--- config.mk ---
export PLATFORM = sky130hd
export DESIGN_NAME = bus_arbiter4_flat
export DESIGN_NICKNAME = d
export VERILOG_FILES = /design/src/rtl/bus_arbiter4_pkg.sv /design/src/rtl/bus_arbiter4_if.sv /design/src/rtl/rr_priority4.sv /design/src/rtl/bus_arbiter4.sv /design/src/flat_wrapper.sv
export SDC_FILE = /design/constraint.sdc
export NUM_CORES = 1
export LEC_CHECK = 0
export CORE_ASPECT_RATIO = 1.5
export CORE_MARGIN = 5
export CORE_UTILIZATION = 40
export DETAILED_ROUTE_END_ITERATION = 8
export PLACE_DENSITY_LB_ADDON = 0.25
export RECOVER_POWER = 50
export SYNTH_ARGS = -nofsm -noshare
export SYNTH_HDL_FRONTEND = slang
export SYNTH_SLANG_ARGS = --single-unit
--- constraint.sdc ---
create_clock -name Clk -period 2.3 [get_ports Clk]
set_clock_uncertainty 0.2 [all_clocks]
set_input_delay 0.46 -clock Clk [delete_from_list [all_inputs] [get_ports Clk]]
set_output_delay 0.46 -clock Clk [all_outputs]
set_load 0.02 [all_outputs]
--- src/rtl/bus_arbiter4_pkg.sv ---
// Shared types and constants for the four-master write-bus arbiter.
package bus_arb_pkg;

  localparam int NUM_MASTERS = 4;

  // Owner index: selects one of the four masters through the data mux.
  typedef logic [1:0] owner_t;

  // Arbiter state encoding.
  typedef enum logic [1:0] {
    IDLE  = 2'b00,
    GRANT = 2'b01,
    TURN  = 2'b10
  } state_t;

  // Same encodings as plain constants for logic-typed state registers.
  localparam logic [1:0] S_IDLE  = 2'b00;
  localparam logic [1:0] S_GRANT = 2'b01;
  localparam logic [1:0] S_TURN  = 2'b10;

  // One-hot grant vector for a given owner index.
  function automatic logic [NUM_MASTERS-1:0] owner_onehot(input owner_t owner);
    owner_onehot = {{(NUM_MASTERS-1){1'b0}}, 1'b1} << owner;
  endfunction

endpackage

--- src/rtl/bus_arbiter4_if.sv ---
// Request/grant/select bundle between the four write masters, the SDRAM
// accept signal and the arbiter. The master view drives the requests, beat
// valids and the SDRAM accept; the slave view is the arbiter itself.
interface bus_arbiter4_if;
  import bus_arb_pkg::*;

  logic [NUM_MASTERS-1:0] Req;
  logic [NUM_MASTERS-1:0] Valid;
  logic                   Ready;
  logic [NUM_MASTERS-1:0] Gnt;
  owner_t                 Sel;
  logic                   BusValid;
  logic                   Busy;

  modport master (
    output Req,
    output Valid,
    output Ready,
    input  Gnt,
    input  Sel,
    input  BusValid,
    input  Busy
  );

  modport slave (
    input  Req,
    input  Valid,
    input  Ready,
    output Gnt,
    output Sel,
    output BusValid,
    output Busy
  );

endinterface

--- src/rtl/rr_priority4.sv ---
// Combinational round-robin picker: the search starts at the master just
// after LastOwner and wraps, so LastOwner itself is checked last and only
// wins when it is the sole requester.
module rr_priority4
  import bus_arb_pkg::*;
(
  input  logic [NUM_MASTERS-1:0] Req,
  input  owner_t                 LastOwner,
  output owner_t                 Winner,
  output logic                   AnyReq
);

  // Requests rotated so that bit 0 is the master right after LastOwner.
  logic [NUM_MASTERS-1:0] rot_req;
  owner_t                 offset;

  for (genvar gi = 0; gi < NUM_MASTERS; gi++) begin : g_rot
    assign rot_req[gi] = Req[owner_t'(LastOwner + owner_t'(gi + 1))];
  end

  // Lowest set bit of the rotated vector is the nearest requester.
  always_comb begin
    offset = owner_t'(NUM_MASTERS - 1);
    for (int i = NUM_MASTERS - 1; i >= 0; i--) begin
      if (rot_req[i]) begin
        offset = owner_t'(i);
      end
    end
  end

  // With no request the result is LastOwner; callers gate on AnyReq.
  assign Winner = owner_t'(LastOwner + offset + 2'd1);
  assign AnyReq = |Req;

endmodule

--- src/rtl/bus_arbiter4.sv ---
// Round-robin owner of the SDRAM write bus. Grants one master at a time for
// up to BURST_LEN accepted beats, drives the mux select, qualifies the muxed
// beat with BusValid and inserts one idle TURN cycle between owners.
module bus_arbiter4
  import bus_arb_pkg::*;
#(
  parameter int BURST_LEN = 4,
  parameter int CNT_WIDTH = 4
) (
  input  logic           Clk,
  input  logic           Reset_n,
  bus_arbiter4_if.slave  bus
);

  localparam logic [CNT_WIDTH-1:0] LAST_BEAT = CNT_WIDTH'(BURST_LEN - 1);

  logic [1:0]             state_reg, state_next;
  logic [NUM_MASTERS-1:0] gnt_reg, gnt_next;
  owner_t                 sel_reg, sel_next;
  owner_t                 last_owner_reg, last_owner_next;
  logic [CNT_WIDTH-1:0]   beat_cnt_reg, beat_cnt_next;
  logic                   busy_reg;

  owner_t                 pick_base;
  owner_t                 winner;
  logic                   any_req;
  logic                   beat;
  logic                   last_beat;
  logic                   owner_req;

  // In TURN the owner being released is still in sel_reg; using it directly
  // lets arbitration see the updated LastOwner in the same cycle.
  assign pick_base = (state_reg == S_TURN) ? sel_reg : last_owner_reg;

  rr_priority4 u_pick (
    .Req       (bus.Req),
    .LastOwner (pick_base),
    .Winner    (winner),
    .AnyReq    (any_req)
  );

  assign owner_req = bus.Req[sel_reg];
  assign beat      = (state_reg == S_GRANT) && bus.Valid[sel_reg] && bus.Ready;
  assign last_beat = beat && (beat_cnt_reg == LAST_BEAT);

  // Next-state, grant, select and beat-count decisions.
  always_comb begin
    state_next      = state_reg;
    gnt_next        = gnt_reg;
    sel_next        = sel_reg;
    last_owner_next = last_owner_reg;
    beat_cnt_next   = beat_cnt_reg;

    case (state_reg)
      S_IDLE: begin
        gnt_next = '0;
        if (any_req) begin
          state_next    = S_GRANT;
          gnt_next      = owner_onehot(winner);
          sel_next      = winner;
          beat_cnt_next = '0;
        end
      end

      S_GRANT: begin
        // A beat in the same cycle as a request drop still counts.
        if (beat) begin
          beat_cnt_next = beat_cnt_reg + 1'b1;
        end
        if (last_beat || !owner_req) begin
          state_next = S_TURN;
          gnt_next   = '0;
        end
      end

      S_TURN: begin
        last_owner_next = sel_reg;
        gnt_next        = '0;
        if (any_req) begin
          state_next    = S_GRANT;
          gnt_next      = owner_onehot(winner);
          sel_next      = winner;
          beat_cnt_next = '0;
        end else begin
          state_next = S_IDLE;
        end
      end

      default: begin
        state_next = S_IDLE;
        gnt_next   = '0;
      end
    endcase
  end

  // State registers; reset leaves master 0 first in line (LastOwner = 3).
  always_ff @(posedge Clk or negedge Reset_n) begin
    if (!Reset_n) begin
      state_reg      <= S_IDLE;
      gnt_reg        <= '0;
      sel_reg        <= '0;
      last_owner_reg <= owner_t'(NUM_MASTERS - 1);
      beat_cnt_reg   <= '0;
      busy_reg       <= 1'b0;
    end else begin
      state_reg      <= state_next;
      gnt_reg        <= gnt_next;
      sel_reg        <= sel_next;
      last_owner_reg <= last_owner_next;
      beat_cnt_reg   <= beat_cnt_next;
      busy_reg       <= (state_next != S_IDLE);
    end
  end

  // Beat strobe is combinational from Valid; gated by the registered grant.
  assign bus.BusValid = bus.Valid[sel_reg] && (gnt_reg != '0);
  assign bus.Gnt      = gnt_reg;
  assign bus.Sel      = sel_reg;
  assign bus.Busy     = busy_reg;

endmodule
--- src/flat_wrapper.sv ---
// flat-port wrapper written by rule: the top's interface ports become plain ports
module bus_arbiter4_flat import bus_arb_pkg::*;
#(
  parameter int BURST_LEN = 4,
  parameter int CNT_WIDTH = 4
)
  (Clk, Reset_n, bus_Req, bus_Valid, bus_Ready, bus_Gnt, bus_Sel, bus_BusValid, bus_Busy);
  bus_arbiter4_if bus_i ();
  input  logic Clk;
  input  logic Reset_n;
  input wire logic [$bits(bus_i.Req)-1:0] bus_Req;
  input wire logic [$bits(bus_i.Valid)-1:0] bus_Valid;
  input wire logic [$bits(bus_i.Ready)-1:0] bus_Ready;
  output wire logic [$bits(bus_i.Gnt)-1:0] bus_Gnt;
  output wire logic [$bits(bus_i.Sel)-1:0] bus_Sel;
  output wire logic [$bits(bus_i.BusValid)-1:0] bus_BusValid;
  output wire logic [$bits(bus_i.Busy)-1:0] bus_Busy;
  assign bus_i.Req = bus_Req;
  assign bus_i.Valid = bus_Valid;
  assign bus_i.Ready = bus_Ready;
  assign bus_Gnt = bus_i.Gnt;
  assign bus_Sel = bus_i.Sel;
  assign bus_BusValid = bus_i.BusValid;
  assign bus_Busy = bus_i.Busy;
  bus_arbiter4 #(.BURST_LEN(BURST_LEN), .CNT_WIDTH(CNT_WIDTH)) u_core (.Clk(Clk), .Reset_n(Reset_n), .bus(bus_i));
endmodule
# Word-level counts from Yosys, hierarchy flattened
# Cells that the tools add are included.
# totals
ff_bits,15
in_bits,11
out_inout_bits,8
elab_cells,61
# op_classes
n_addsub,6
magnitude_cmp,4
eq_ne,6
n_shift,1
muxes,24
reduce_logical,14
# op_table
cell,n
4-bit 2-to-1 mux,4
4-bit case mux with 2 select lines,2
"2-bit by 3-bit < comparator with 1-bit output, second input constant",4
1-bit binary-select mux with 2-bit select,5
2-bit 2-to-1 mux,5
1-bit 2-to-1 mux,7
2-bit case mux with 3 select lines,1
"2-bit by 1-bit adder with 2-bit output, second input constant",2
"2-bit adder, second input constant",2
"4-bit by 1-bit adder with 4-bit output, second input constant",1
"4-bit by 2-bit == test with 1-bit output, second input constant",1
1-bit logical AND,4
"2-bit by 1-bit inequality test with 1-bit output, second input constant",2
2-bit nonzero test,2
4-bit nonzero test,1
4-bit OR reduction,1
"1-bit by 2-bit left shift with 4-bit output, first input constant",1
3-bit AND reduction,1
2-bit adder,1
"2-bit by 1-bit == test with 1-bit output, second input constant",1
"2-bit == test, second input constant",1
2-bit logical NOT,1
"2-bit inequality test, second input constant",1
2-bit AND reduction,1
other kinds (3),3

# Longest topological paths before layout
# Gate-level depths: netlist of the first run.
# depth
word_depth,13
mapped_depth,11
mapped_depth_nobuf,11

# By module
# From an unflattened synthesis of the first run, not the netlist that was laid out.
# hier_totals
hier_cells,91
hier_area_um2,935.9
# by_module_without_submodules
module,n_inst,cells_each,area_per_inst_um2,seq_area_each_um2
bus_arbiter4,1,68,778.2,377.9
rr_priority4,1,23,157.7,0.0

# Worst setup path before layout of the first run
# OpenSTA, ideal clock, no wires.
# synth_path
path_kind,register to register
from,register u_core.state_reg[0]
to,"register u_core.gnt_reg[0], in the netlist u_core.bus.Gnt[0]"
setup_time_ns,0.069
t_arrival_ns,2.256
t_required_ns,2.031
slack_ns,-0.224
stages_incl_launch_ff,12
path_buffers,0
synth_period_minus_slack_ns,2.524
cell_sequence,dfrtp_1 -> nand2b_4 -> mux2i_4 -> clkinv_1 -> a21boi_0 -> o221ai_1 -> o31ai_1 -> ha_1 -> inv_1 -> nor4_1 -> mux2i_1 -> nand3_1
# synth_between
elab_chain_cells,13
word_cells_on_any_way,27
cone_classes,5 x add/sub; 3 x eq/ne; 1 x shift; 12 x mux; 6 x reduce/logical
# synth_rtl
element,line_no,source
start: declaration,bus_arbiter4.sv:17,"logic [1:0] state_reg, state_next;"
start signal: assignment,bus_arbiter4.sv:106,state_reg <= state_next;
2-bit == test,"bus_arbiter4.sv:33, bus_arbiter4.sv:54",
2-bit 2-to-1 mux,bus_arbiter4.sv:33,assign pick_base = (state_reg == S_TURN) ? sel_reg : last_owner_reg;
2-bit adder,rr_priority4.sv:18,assign rot_req[gi] = Req[owner_t'(LastOwner + owner_t'(gi + 1))];
1-bit binary-select mux with 2-bit select,rr_priority4.sv:18,
1-bit 2-to-1 mux (not written as such),rr_priority4.sv:18,
1-bit 2-to-1 mux,rr_priority4.sv:25,if (rot_req[i]) begin
2-bit 2-to-1 mux (2 in a row),rr_priority4.sv:25,
2-bit adder,rr_priority4.sv:32,assign Winner = owner_t'(LastOwner + offset + 2'd1);
2-bit by 1-bit adder with 2-bit output,rr_priority4.sv:32,
1-bit by 2-bit left shift with 4-bit output,bus_arbiter4_pkg.sv:23,"owner_onehot = {{(NUM_MASTERS-1){1'b0}}, 1'b1} << owner;"
4-bit 2-to-1 mux,"bus_arbiter4.sv:57, bus_arbiter4.sv:79",
4-bit case mux with 2 select lines,bus_arbiter4.sv:54,case (state_reg)
end signal: assignment,bus_arbiter4.sv:107,gnt_reg <= gnt_next;
end: declaration,bus_arbiter4.sv:18,"logic [NUM_MASTERS-1:0] gnt_reg, gnt_next;"
# Several ways; a longest one is shown, not always the timed one. The select of a mux whose other input is x is not followed.
# A chain may end at the register's enable or synchronous reset.

# Worst setup path after layout of the first run
# layout_path
from,register u_core.state_reg[1]
to,"register u_core.gnt_reg[1], in the netlist u_core.bus.Gnt[1]"
# Same word-level chain as after synthesis.

==> run summary, run 1 <==
outcome = finished with violations
hpwl dp = 2.010 mm
final net count = 157
Power Dens Cells = 1383 mW/mm2
EDFF count, synth = 0
WL final = 2.492 mm
# setup viols final = 4
Num CTS Buffers = 3
worst-path fanout max = 6
largest net degree at the start of global routing = 16
WHS = 304.2 ps
synthesis-stage register bit count = 15
crit path capture type = flop
# hold bufs at CTS = 0
initial core utilization = 40.75%
post-synthesis sequential area ratio = 38.28%
clock sinks = 15
post-route ant nets = 0
GRT overflow = 0
Max Cap Viol = 0
CP startpoint kind = flop
hold crit path type = flop to flop
asr flop ratio synth = 100.0%
Port Buffers = 18
1st-iter DRT viols = 23
mux share of post-synthesis cell area = 20.66%
Pleak = 0.7176 nW
crit path DAT = 2350 ps
Period minus WS final = 2385 ps
DP Cell Count = 159
Synth Area in Compound Gates = 7.985%
xor and xnor area share after synthesis = 0%
final hold violation count = 0
drt wl/cell = 14.92 um
unrepaired setup endpoints after global routing = yes
first-pass GRT wire length = 4.298 mm
clock buffer depth = 2
post-synthesis simple-gate area fraction = 28.64%
Die Area = 0.003582 mm2
final period utilization = 103.7%
Synth Instances = 98
Slew @ Worst Pin = 691.8 ps
Peak VDD IR = 0.001108 V
Die Wd = 50.56 um
Synth Flop Type = dfrtp_1
Yosys warnings = 0
initial antenna violation count = 0
number of global-route vias before repair = 967
failing checks = negative setup slack
Netlist cell types = 33
ANT cells = 0
1st-pass router iterations = 4
Post-Layout Cell Count = 167
total nets after synthesis = 111
fillcell total = 217
# IOs = 19
TritonCTS clock tree = yes
Area Overhead vs Synth = 52.85%
peak per-stage delay on the critical path = 420 ps
vias per inst = 5.695
setup ws final = -85.32 ps
fmax = 419.2 MHz
Slowest-stage cell, CP = dfrtp_1
layout cells sized above 1 = 36.36%
largest family of logic cells by synthesized area = simple AND/OR/NAND/NOR gates
crit-path cells = nand2b_4 -> mux2i_4 -> nand2_1 -> a21oi_1 -> o31ai_2 -> ha_2 -> inv_4 -> and4_1 -> mux2i_1 -> nand3_1
Die H = 70.85 um
Root Driver = clkbuf_4
required time of the critical path = 2260 ps
Slew Limit Headroom = 53.73%
via count = 951
clock transition at the registers of the reported paths = 90 ps
Rows = 22
synthesized area = 987.2 um2
gpl congestion = 0.8040
All-Layer GR Usage = 15.16%
Syn Area/Cell = 10.07 um2
H-tree levels = 1
Placeable Area = 0.002422 mm2
Slew Viols, Final = 0
adder-cell area share of the yosys netlist = 2.535%
number of remaining DRC errors = 0
crit path kind = flop to flop
worst-skew pair later-pin latency = 280 ps
metal layers:
layer | track usage (%) | routed length (um) | vias up
met5 | 0 | 0 | -
met4 | 7.670 | 34 | 0
met3 | 2.316 | 75 | 2
met2 | 26.52 | 1402 | 19
met1 | 17.18 | 979 | 466
li1 | - | - | 464
repair_timing:
item | CTS | global route
gates resized for setup | 6 | 11
setup buffers | 3 | 1
cloned | 0 | 0
endpoints found under the setup margin | 6 | 6
pin swaps | 3 | 1
cells in the mapped netlist (all sizes together), types with 3 or more instances:
cell type,instances,area share [%]
and3,3,1.9
a21oi,3,2.7
nand2,9,3.4
nor4,5,3.2
nand3,7,3.5
mux2i,12,14
nor2,8,3.0
nand2b,3,2.7
nand4,4,2.5
and4,4,3.5
dfrtp,13,33
per-stage QoR:
step | worst slack, ps | power [mW] | TNS (ps) | cell area [um2] | utilization, %
after CTS | -85.31 | 1.999 | -349.8 | 1463 | 60.38
after detailed placement | -407.1 | 1.764 | -2113 | 1400 | 57.80
after floorplan | -103.6 | 1.188 | -421.5 | 1031 | -
final | -85.32 | 2.086 | -311.2 | 1509 | 62.29
after global routing | -223.5 | 2.245 | -813.4 | 1509 | 62.29
after global placement | -413.5 | 1.730 | -1646 | 1400 | 57.80
final timing paths:
check / to / slack [ps] / cells past startpoint / from
worst max-delay path: u_core.bus.Gnt[1] / -90 / 10 / u_core.state_reg[1]
worst min-delay path: u_core.beat_cnt_reg[3] / 300 / 1 / u_core.beat_cnt_reg[3]
worst max register to register: u_core.bus.Gnt[1] / -90 / 10 / u_core.state_reg[1]
worst min register to register: u_core.beat_cnt_reg[3] / 300 / 1 / u_core.beat_cnt_reg[3]
max in group asynchronous: u_core.bus.Sel[1] / 1000 / 1 / Reset_n
min in group asynchronous: u_core.bus.Sel[0] / 460 / 1 / Reset_n
power by group:
group	internal (mW)	switching [mW]	total, mW
sequential	0.368	0.0703	0.438
combinational	0.771	0.731	1.50
clock	0.0644	0.0819	0.146
total	1.20	0.883	2.09
cells in the final DEF (no fill, tap or decap), types with 2 or more instances in the layout:
cell type	synthesis	layout
buf_4	0	23
dfrtp_1	13	13
clkdlybuf4s50_1	0	12
mux2i_1	10	10
nand2_1	9	9
nor2_1	8	8
nand3_1	7	7
nand4_1	4	4
and4_1	4	4
dlymetal6s2s_1	0	4
and3_1	3	3
nor4_4	0	3
clkbuf_4	0	3
mux4_2	2	2
or2_2	2	2
nand2b_1	2	2
a21oi_1	2	2
mux2_2	2	2
o21ai_0	2	2
buf_6	0	2
dfstp_2	2	2
final cells by class:
type | instances | area [um2] | area share, %
Inverter | 3 | 18.77 | 1.244
Timing Repair Buffer | 43 | 395.4 | 26.20
Tap cell | 24 | 30.03 | 1.990
Multi-Input combinational cell | 78 | 659.4 | 43.70
Clock inverter | 1 | 5.005 | 0.3317
Sequential cell | 15 | 377.9 | 25.04
Clock buffer | 3 | 22.52 | 1.493
logic make-up (layout without fill, tap and decap cells):
group           after synthesis  in the layout
fa+ha+maj                     2              2
simple gates                 50             50
mux                          16             16
flops                        15             15
compound gates               10             10
buf+inv                       5             50
worst max-delay path: cells and delay by family, from the launching register on:
family | cells | cell delay [ps]
adders and majority gates | 1 | 410
and+or+nand+nor | 4 | 480
DFF | 1 | 420
muxes | 2 | 450
AOI/OAI and AO/OA | 2 | 260
buffers and inverters | 1 | 70
Note: power is estimated with default switching activity, not from simulation.
==> inputs of run 2 (changes only) <==
GPL_TIMING_DRIVEN = 0   (was default)
==> run 2 against run 1 <==
Effect of this change: the run still ends with negative setup slack left; clock power grew 4%; cell count shrank 7.8%; wire length shrank 4.8%; sequential power grew 5.0%.
==> run summary, run 2 (synthesis results as in run 1) <==
# setup viols final = 4 (unchanged)
Die Wd = 50.56 um (unchanged)
Num CTS Buffers = 3 (unchanged)
Die H = 70.85 um (unchanged)
TritonCTS clock tree = yes
crit path DAT = 2320 ps (-30 ps)
setup ws final = -45.62 ps (+39.70 ps)
Slew @ Worst Pin = 677.8 ps (-14.07 ps)
CP startpoint kind = flop
worst-path fanout max = 6 (unchanged)
most frequent cells in the layout = clkdlybuf4s50_1 (12), dfrtp_1 (12), mux2i_1 (10)
unrepaired setup endpoints after global routing = yes
1st-pass router iterations = 4 (unchanged)
layout cells sized above 1 = 31.54% (-4.8 points)
1st-iter DRT viols = 28 (+22%)
Peak VDD IR = 0.0008408 V (-24%)
crit path capture type = flop
WHS = 307.8 ps (+3.651 ps)
final hold violation count = 0 (unchanged)
worst-skew pair later-pin latency = 280 ps (about the same)
clock transition at the registers of the reported paths = 90 ps (about the same)
outcome = finished with violations
Power Dens Cells = 1404 mW/mm2 (+1.6%)
crit path kind = flop to flop
required time of the critical path = 2270 ps (about the same)
clock buffer depth = 2 (unchanged)
Root Driver = clkbuf_4
register-to-register setup slack = -50 ps (+40 ps)
# IOs = 19 (unchanged)
ANT cells = 0 (unchanged)
via count = 901 (-5.3%)
Slew Viols, Final = 0 (unchanged)
Tot Pwr = 1.978 mW (-5.2%)
initial antenna violation count = 0 (unchanged)
number of remaining DRC errors = 0 (unchanged)
Area Overhead vs Synth = 42.71%
hpwl dp = 1.770 mm (-12%)
fmax = 426.3 MHz (+1.7%)
initial core utilization = 40.75% (unchanged)
Rows = 22 (unchanged)
fillcell total = 217 (unchanged)
final net count = 144 (-8.3%)
hold crit path type = flop to flop
WL final = 2.372 mm (-4.8%)
largest net degree at the start of global routing = 16 (unchanged)
failing checks = negative setup slack
post-route ant nets = 0 (unchanged)
number of global-route vias before repair = 875 (-9.5%)
final period utilization = 102.0% (-1.7 points)
Port Buffers = 18 (unchanged)
Die Area = 0.003582 mm2 (unchanged)
gpl congestion = 0.7410 (-7.8%)
H-tree levels = 1 (unchanged)
Max Cap Viol = 0 (unchanged)
Placeable Area = 0.002422 mm2 (unchanged)
first-pass GRT wire length = 3.967 mm (-7.7%)
drt wl/cell = 15.40 um (+3.2%)
vias per inst = 5.851 (+2.7%)
GRT overflow = 0 (unchanged)
Slew Limit Headroom = 54.67% (+0.94 points)
clock sinks = 15 (unchanged)
Period minus WS final = 2346 ps (-39.70 ps)
Pleak = 0.6262 nW (-13%)
All-Layer GR Usage = 13.94% (-1.2 points)
==> run 2: critical path: stages (launching register included) <==
cell and delay [ps]:
dfrtp_1 380, nand2b_4 150, mux2i_4 300, clkinv_4 110
o221ai_2 150, o31ai_2 120, ha_4 330, inv_2 70
and4_1 180, mux2i_1 150, nand3_1 90
==> run 2: power breakdown <==
part,total [mW],internal (mW),switching (mW)
combinational,1.37,0.699,0.667
clock,0.152,0.0645,0.0877
sequential,0.460,0.370,0.0900
total,1.98,1.13,0.845
==> run 2: layer usage <==
metal  track usage, %  vias to the layer above  routed length (um)
li1                 -                      438                   -
met5                0                        -                   0
met1            15.85                      444                 911
met3            1.053                        2                  89
met2            24.72                       17                1330
met4            7.670                        0                  40
==> run 2: path summary, 6_finish.rpt <==
kind                                         from                endpoint  cells after the start
max in group asynchronous                 Reset_n       u_core.bus.Sel[0]                      1
min in group asynchronous                 Reset_n       u_core.bus.Sel[1]                      1
min reg2reg                u_core.beat_cnt_reg[1]  u_core.beat_cnt_reg[1]                      2
min                        u_core.beat_cnt_reg[1]  u_core.beat_cnt_reg[1]                      2
max reg2reg                   u_core.state_reg[0]       u_core.bus.Gnt[3]                     10
max                           u_core.state_reg[0]       u_core.bus.Gnt[3]                     10
==> run 2: per-stage QoR <==
step	instances	utilization [%]	setup slack (ps)	area (um2)	TNS (ps)
CTS	151	55.42	-105.9	1343	-394.0
global route	154	58.16	-187.6	1409	-768.4
floorplan	98	-	-103.6	1031	-421.5
detailed placement	140	51.24	-450.1	1241	-3014
finish	154	58.16	-45.62	1409	-107.9
global placement	140	51.24	-413.4	1241	-2483
==> run 2: what timing repair did <==
item,in CTS,in global routing
setup endpoints to repair,7,5
gates resized for setup,15,4
pin swaps,4,1
buffers inserted,7,3
hold buffers,0,0
cloned,1,0
==> run 2: final cells by class <==
cell class | instances | area (um2) | share of cell area [%]
buffer | 1 | 13.76 | 0.9769
clock buffer | 3 | 22.52 | 1.599
clock inverter | 1 | 5.005 | 0.3552
inverter | 3 | 16.27 | 1.155
multi-input combinational | 78 | 664.4 | 47.16
sequential | 15 | 379.1 | 26.91
tap | 24 | 30.03 | 2.131
timing repair buffer | 29 | 277.8 | 19.72
